File: src/rtl/vga_timing_gen_if.sv
// Pixel-coordinate and raster timing bundle driven by vga_timing_gen and read by the renderers.
interface vga_timing_gen_if;
  logic       pix_en;
  logic [9:0] hCount;
  logic [9:0] vCount;
  logic       hSync;
  logic       vSync;
  logic       bright;
  logic       frame_tick;
  logic       vblank_tick;

  modport master (
    output pix_en, hCount, vCount, hSync, vSync, bright, frame_tick, vblank_tick
  );

  modport slave (
    input pix_en, hCount, vCount, hSync, vSync, bright, frame_tick, vblank_tick
  );
endinterface

File: src/rtl/vga_timing_gen.sv
// 640x480@60 raster timing: pixel-rate divider, h/v counters, registered syncs, display window and frame ticks.
module vga_timing_gen #(
  parameter int CLK_DIV      = 4,
  parameter int H_TOTAL      = 800,
  parameter int H_SYNC       = 96,
  parameter int H_DISP_START = 144,
  parameter int H_DISP_END   = 784,
  parameter int V_TOTAL      = 525,
  parameter int V_SYNC       = 2,
  parameter int V_DISP_START = 35,
  parameter int V_DISP_END   = 515
) (
  input  logic             clk,
  input  logic             rst,
  vga_timing_gen_if.master vga
);

  localparam int DW = (CLK_DIV > 1) ? $clog2(CLK_DIV) : 1;
  localparam logic [DW-1:0] DIV_MAX = DW'(CLK_DIV - 1);
  localparam logic [9:0] H_MAX   = 10'(H_TOTAL - 1);
  localparam logic [9:0] V_MAX   = 10'(V_TOTAL - 1);
  localparam logic [9:0] H_SW    = 10'(H_SYNC);
  localparam logic [9:0] V_SW    = 10'(V_SYNC);
  localparam logic [9:0] H_DS    = 10'(H_DISP_START);
  localparam logic [9:0] H_DE    = 10'(H_DISP_END);
  localparam logic [9:0] V_DS    = 10'(V_DISP_START);
  localparam logic [9:0] V_DE    = 10'(V_DISP_END);

  logic [DW-1:0] div_cnt, div_next;
  logic          pix_en_q;
  logic [9:0]    h_cnt, v_cnt, h_next, v_next;
  logic          hsync_q, vsync_q, bright_q, frame_q, vblank_q;
  logic          at_origin_next;

  assign div_next = (div_cnt == DIV_MAX) ? '0 : div_cnt + DW'(1);

  always_comb begin
    h_next = h_cnt;
    v_next = v_cnt;
    if (pix_en_q) begin
      if (h_cnt == H_MAX) begin
        h_next = '0;
        v_next = (v_cnt == V_MAX) ? '0 : v_cnt + 10'd1;
      end else begin
        h_next = h_cnt + 10'd1;
      end
    end
  end

  // Ticks require an actual pixel step, so leaving reset at (0,0) never fires one.
  assign at_origin_next = pix_en_q && (h_next == 10'd0);

  always_ff @(posedge clk or negedge rst) begin
    if (!rst) begin
      div_cnt  <= '0;
      pix_en_q <= 1'b0;
      h_cnt    <= '0;
      v_cnt    <= '0;
      hsync_q  <= 1'b0;
      vsync_q  <= 1'b0;
      bright_q <= 1'b0;
      frame_q  <= 1'b0;
      vblank_q <= 1'b0;
    end else begin
      div_cnt  <= div_next;
      pix_en_q <= (div_next == DIV_MAX);
      h_cnt    <= h_next;
      v_cnt    <= v_next;
      hsync_q  <= (h_next >= H_SW);
      vsync_q  <= (v_next >= V_SW);
      bright_q <= (h_next >= H_DS) && (h_next < H_DE) && (v_next >= V_DS) && (v_next < V_DE);
      frame_q  <= at_origin_next && (v_next == 10'd0);
      vblank_q <= at_origin_next && (v_next == V_DE);
    end
  end

  assign vga.pix_en      = pix_en_q;
  assign vga.hCount      = h_cnt;
  assign vga.vCount      = v_cnt;
  assign vga.hSync       = hsync_q;
  assign vga.vSync       = vsync_q;
  assign vga.bright      = bright_q;
  assign vga.frame_tick  = frame_q;
  assign vga.vblank_tick = vblank_q;

endmodule

File: src/flat_wrapper.sv
// flat-port wrapper written by rule: the top's interface ports become plain ports
module vga_timing_gen_flat 
#(
  parameter int CLK_DIV      = 4,
  parameter int H_TOTAL      = 800,
  parameter int H_SYNC       = 96,
  parameter int H_DISP_START = 144,
  parameter int H_DISP_END   = 784,
  parameter int V_TOTAL      = 525,
  parameter int V_SYNC       = 2,
  parameter int V_DISP_START = 35,
  parameter int V_DISP_END   = 515
)
  (clk, rst, vga_pix_en, vga_hCount, vga_vCount, vga_hSync, vga_vSync, vga_bright, vga_frame_tick, vga_vblank_tick);
  vga_timing_gen_if vga_i ();
  input  logic clk;
  input  logic rst;
  output wire logic [$bits(vga_i.pix_en)-1:0] vga_pix_en;
  output wire logic [$bits(vga_i.hCount)-1:0] vga_hCount;
  output wire logic [$bits(vga_i.vCount)-1:0] vga_vCount;
  output wire logic [$bits(vga_i.hSync)-1:0] vga_hSync;
  output wire logic [$bits(vga_i.vSync)-1:0] vga_vSync;
  output wire logic [$bits(vga_i.bright)-1:0] vga_bright;
  output wire logic [$bits(vga_i.frame_tick)-1:0] vga_frame_tick;
  output wire logic [$bits(vga_i.vblank_tick)-1:0] vga_vblank_tick;
  assign vga_pix_en = vga_i.pix_en;
  assign vga_hCount = vga_i.hCount;
  assign vga_vCount = vga_i.vCount;
  assign vga_hSync = vga_i.hSync;
  assign vga_vSync = vga_i.vSync;
  assign vga_bright = vga_i.bright;
  assign vga_frame_tick = vga_i.frame_tick;
  assign vga_vblank_tick = vga_i.vblank_tick;
  vga_timing_gen #(.CLK_DIV(CLK_DIV), .H_TOTAL(H_TOTAL), .H_SYNC(H_SYNC), .H_DISP_START(H_DISP_START), .H_DISP_END(H_DISP_END), .V_TOTAL(V_TOTAL), .V_SYNC(V_SYNC), .V_DISP_START(V_DISP_START), .V_DISP_END(V_DISP_END)) u_core (.clk(clk), .rst(rst), .vga(vga_i));
endmodule
File: config.mk
export PLATFORM = sky130hd
export DESIGN_NAME = vga_timing_gen_flat
export DESIGN_NICKNAME = d
export VERILOG_FILES = /design/src/rtl/vga_timing_gen_if.sv /design/src/rtl/vga_timing_gen.sv /design/src/flat_wrapper.sv
export SDC_FILE = /design/constraint.sdc
export NUM_CORES = 1
export LEC_CHECK = 0
export BUFFER_PORTS_ARGS = -buffer_cell sky130_fd_sc_hd__buf_2
export CAP_MARGIN = 20
export CORE_UTILIZATION = 25
export DETAILED_ROUTE_END_ITERATION = 6
export GPL_ROUTABILITY_DRIVEN = 0
export PLACE_DENSITY = 0.52
export SYNTH_ARGS = -nofsm -noshare
export SYNTH_HDL_FRONTEND = slang
export SYNTH_SLANG_ARGS = --single-unit
File: constraint.sdc
create_clock -name clk -period 3.7 [get_ports clk]
set_input_delay 0.185 -clock clk [delete_from_list [all_inputs] [get_ports clk]]
set_output_delay 0.185 -clock clk [all_outputs]
set_load 0.005 [all_outputs]
Yosys cells after proc, flatten, opt, wreduce, memory -nomap -nowiden. Index checks and enable logic that the tools add are counted.

Add/subtract/negate cells: 3. Multiply operators: 0. Divide/modulo/power cells: 0. Order comparisons: 6. Equal/unequal tests: 5. Shifts and indexed selects: 0. Mux-type cells: 6. Bitwise logic cells: 0. Reductions and logical operators: 8.

Operators with widths (number): $mux 10 (5); $eq 10x10->1 const B (3); $add 10x1->10 const B (2); $logic_not 10->1 (2); $lt 10x10->1 const B (2); $ge 10x2->1 const B (1); $ge 10x6->1 const B (1); $ge 10x7->1 const B (1); $ge 10x8->1 const B (1); $logic_and 1x1->1 (6); $eq 2x2->1 const B (2); $add 2x1->2 const B (1); $mux 2 (1).

Bits in registers: 28. Bits in latches: 0. Bits in writable memories: 0. Bits in read-only memories: 0. Bits of input ports: 2. Output and inout bits: 26. Word-level logic and storage cells: 37. Memories: 0.

Longest topological paths before layout.
Word-level depth: 7. Gate-level depth with buffers: 9. Gate-level depth less buffers: 9.

Least setup slack after synthesis. OpenSTA, ideal clock, no wires.

Kind: register -> register. Start: reg u_core.h_cnt[0] (netlist: u_core.vga.hCount[0]). End: reg u_core.vblank_q (netlist: u_core.vga.vblank_tick). Setup time: 0.088 ns. Arrival: 2.499 ns. Data required time: 3.612 ns. Path slack: 1.113 ns. Cell stages (with the launch flop): 10. Buffers on the path: 1. Clock period less this slack: 2.587 ns. Path through: dfrtp_1 -> ha_1 -> nand3_1 -> or4_4 -> buf_6 -> nor4_4 -> xor2_2 -> nor4bb_2 -> nand4_1 -> nor3b_1.

Elaborated cells between the ends (all ways): 10. Those cells by class: add/sub (1); eq/ne (2); mux (4); reduce/logical (3).

RTL lines: from (decl) (line vga_timing_gen.sv:31) `logic [9:0] h_cnt, v_cnt, h_next, v_next;`; from (signal assigned) (line vga_timing_gen.sv:67) `h_cnt <= h_next;`; $eq 10x10->1 (line vga_timing_gen.sv:41) `if (h_cnt == H_MAX) begin`; $mux 10 (line vga_timing_gen.sv:41); $mux 10 (line vga_timing_gen.sv:40) `if (pix_en_q) begin`; net u_core.v_next[5] (line vga_timing_gen.sv:31); $eq 10x10->1 (line vga_timing_gen.sv:73) `vblank_q <= at_origin_next && (v_next == V_DE);`; $logic_and 1x1->1 (line vga_timing_gen.sv:73); to (signal assigned) (line vga_timing_gen.sv:73); to (decl) (line vga_timing_gen.sv:32) `logic hsync_q, vsync_q, bright_q, frame_q, vblank_q;`.

The timed path passes the listed nets, and every way through them passes these cells.

Final worst setup path. Ends and elaborated chain as after synthesis.

==> impl_metrics.toml <==
[power_and_ir_drop]
power.total_uw = 563
irDropWorstVdd_mv = 0.207
swShare_pct = 19.7
pwr-share-clk_pct = 44.4
power.density_nw_per_um2 = 295
p_leak_nw = 0.933
p_int_uw = 452
pwr-share-seq_pct = 54.3
pwr-share-comb_pct = 1.3
netSwitchingPower_uw = 111

[grt]
met3_usage_pct = 1.65
grt_pass1_wl_microns = 6550
grt_max_degree = 29
grt.busiest_layer = "met2"
grtUsageMet2_pct = 19.7
use_met1_pct = 17.7
grt_antenna_before_repair = 0
grt_usage_pct = 12.7
first_global_vias = 1344
gr-total-overflow = 0

[setup_path]
r2r-start = "u_core.vga.hCount[0]"
critPathArrivalTime_ns = 3.13
crit_start = "u_core.vga.hCount[0]"
crit_type = "reg2reg"
required_ns = 3.90
critPathLaunchType = "register"
cp_max_fo = 10
cp_top_family = "simple AND/OR/NAND/NOR gates"
cp_cell_sequence = "ha_1 > nand3_1 > or4_4 > nor4_4 > xor2_2 > nor4bb_2 > nand4_1 > nor3b_1"
crit_slowest_cell = "or4_4"
crit_buf_inv = 0
end_kind = "register"
cpPeakStageDelay_ns = 0.64

[route]
drc = 0
num_vias = 1330
totalWireLength_microns = 3880
viasPerCell = 4.93
wl_per_cell_microns = 14.4
ant_nets = 0
drtIter0Drc = 106
dr.pass1.iters = 6

[sta]
worstMarginPinSlew_ns = 0.847
finalHoldViolCount = 0
drv_slew = 0
max_slew_margin_pct = 43.0
rsz0062_at_grt = "no"
finalSetupTns_ns = 0
clock-skew-final_ns = 0.00508
fmax_mhz = 341
fin_crit_sh_pct = 79.3
layout_min_cycle_time_ns = 2.93
setup_viol = 0

[cts]
cts_buffer_depth = 2
clkLatencyLatePin_ns = 0.28
cts_num_sinks = 28
ctsHtreeMaxLevel = 1
cts_buffers = 3
cts_tree = "done"
ctsRootBufferMaster = "clkbuf_8"
clk_pin_slew_ns = 0.11

[final_layout]
drive_gt1_share_pct = 25.9
syn2layout_area_growth_pct = 17.4
final_nets = 201
mostFrequentLayoutCells = "dfrtp_1 (28), buf_2 (27), nand2_1 (15), inv_1 (12), nand3_1 (12)"
layout_commonest_cell = "dfrtp_1"
antenna_cells = 0
fillerInstances = 690

[synthesis]
ys_seq_elements = 28
syn_area_per_cell_sq_um = 9.90
synth.yosys.seq_area_share_pct = 43.1
ys_types = 47
syn_nets = 171
netlist_instances = 164
async_reset_ff_share_pct = 100
synth_edf_count = 0
synth_flop_cell = "dfrtp_1"
ys_warn_count = 0
synth_area_sq_um = 1620

[floorplanning]
initial_core_util_pct = 25.7
die_w_microns = 82.6
dieArea_sq_um = 6820
die_h_microns = 82.6
ios = 28
core-area_sq_um = 6310
rows = 29

[placement]
port_buffers = 27
place_hpwl_microns = 2750

[run_status]
status = "finished clean"

[min_path]
hold_path_class = "in2async"

[run]
drv_cap = 0
state kept, by name, indices dropped and copies added (netlist names):
name                    count
u_core.vga.hCount          10
u_core.div_cnt              2
u_core.vga.vCount          10
u_core.vga.hSync            1
u_core.vga.vblank_tick      1
u_core.vga.frame_tick       1
u_core.vga.pix_en           1
u_core.vga.vSync            1
u_core.vga.bright           1
synth_stat cells (2+ instances only):
library cell / count / share of area, %
nor2_1: 7 / 1.6
o21ai_0: 8 / 2.5
mux2_2: 3 / 2.1
o31ai_1: 2 / 0.92
nor3_1: 6 / 1.8
xor2_1: 5 / 2.7
nor2b_1: 2 / 0.77
nor3b_1: 2 / 0.92
and3_1: 2 / 0.77
xnor2_1: 5 / 2.7
a22o_2: 2 / 1.2
ha_1: 5 / 3.9
nor4_1: 6 / 2.3
a21oi_1: 6 / 1.8
a21o_1: 2 / 0.92
nand3_1: 12 / 3.7
inv_1: 12 / 2.8
nand4_1: 5 / 1.9
buf_6: 3 / 2.1
dfrtp_1: 28 / 43
nand2_1: 15 / 3.5
power by group through the flow:
| stage | logic [mW] | clock network, mW | registers (mW) |
|---|---|---|---|
| detailed placement | 0.00696 | 0 | 0.312 |
| finish | 0.00704 | 0.250 | 0.306 |
| CTS | 0.00779 | 0.257 | 0.306 |
| floorplan | 0.000000387 | 0 | 0.312 |
| global route | 0.00852 | 0.268 | 0.306 |
| global placement | 0.00701 | 0 | 0.312 |
layout make-up:
type,count,area [sq um],area share (%)
Timing Repair Buffer,30,160,8.40
Clock inverter,1,30.0,1.57
Clock buffer,3,41.3,2.17
Multi-Input combinational cell,118,828,43.4
Sequential cell,28,701,36.7
Tap cell,77,96.3,5.05
Inverter,13,50.0,2.62
final timing paths:
kind,end,slack [ns],cells past startpoint
worst max-delay path,u_core.vga.vblank_tick,0.77,8
worst min-delay path,u_core.div_cnt[1],0.45,2
worst max register to register,u_core.vga.vblank_tick,0.77,8
worst min register to register,u_core.div_cnt[0],0.46,1
max in group asynchronous,u_core.vga.vblank_tick,2.83,2
min in group clk,u_core.div_cnt[0],0.46,1
timing repair:
item,CTS,global route
resized for setup,0,0
setup endpoints to repair,0,0
endpoints found under the hold margin,28,0
buffers inserted,0,0
hold buffers,1,0
kinds of logic after synthesis:
group                      Yosys count  share of synthesized area (%)
muxes                                3                           2.08
xor gates and xnor gates            11                           6.39
and+or+nand+nor                     67                           24.8
AOI/OAI and AO/OA                   32                           13.9
adders and majority gates            5                           3.85
buffers and inverters               18                           5.85
DFF                                 28                           43.1
per-stage QoR:
stage	hold WS, ns	setup slack, ns	utilization [%]	area, sq um	instances
after global placement	0.256	0.820	28.9	1830	265
after global routing	0.489	0.456	30.2	1910	270
after CTS	0.459	0.749	30.2	1910	270
after floorplan	-0.111	1.11	-	1620	164
after detailed placement	0.253	0.807	28.9	1830	265
final	0.450	0.767	30.2	1910	270
metal layers:
metal,up-vias,routed length [microns]
met5,-,0
met4,0,65
met3,6,185
met2,40,1810
met1,636,1810
li1,648,-
Power figures use the tool's default switching activity.
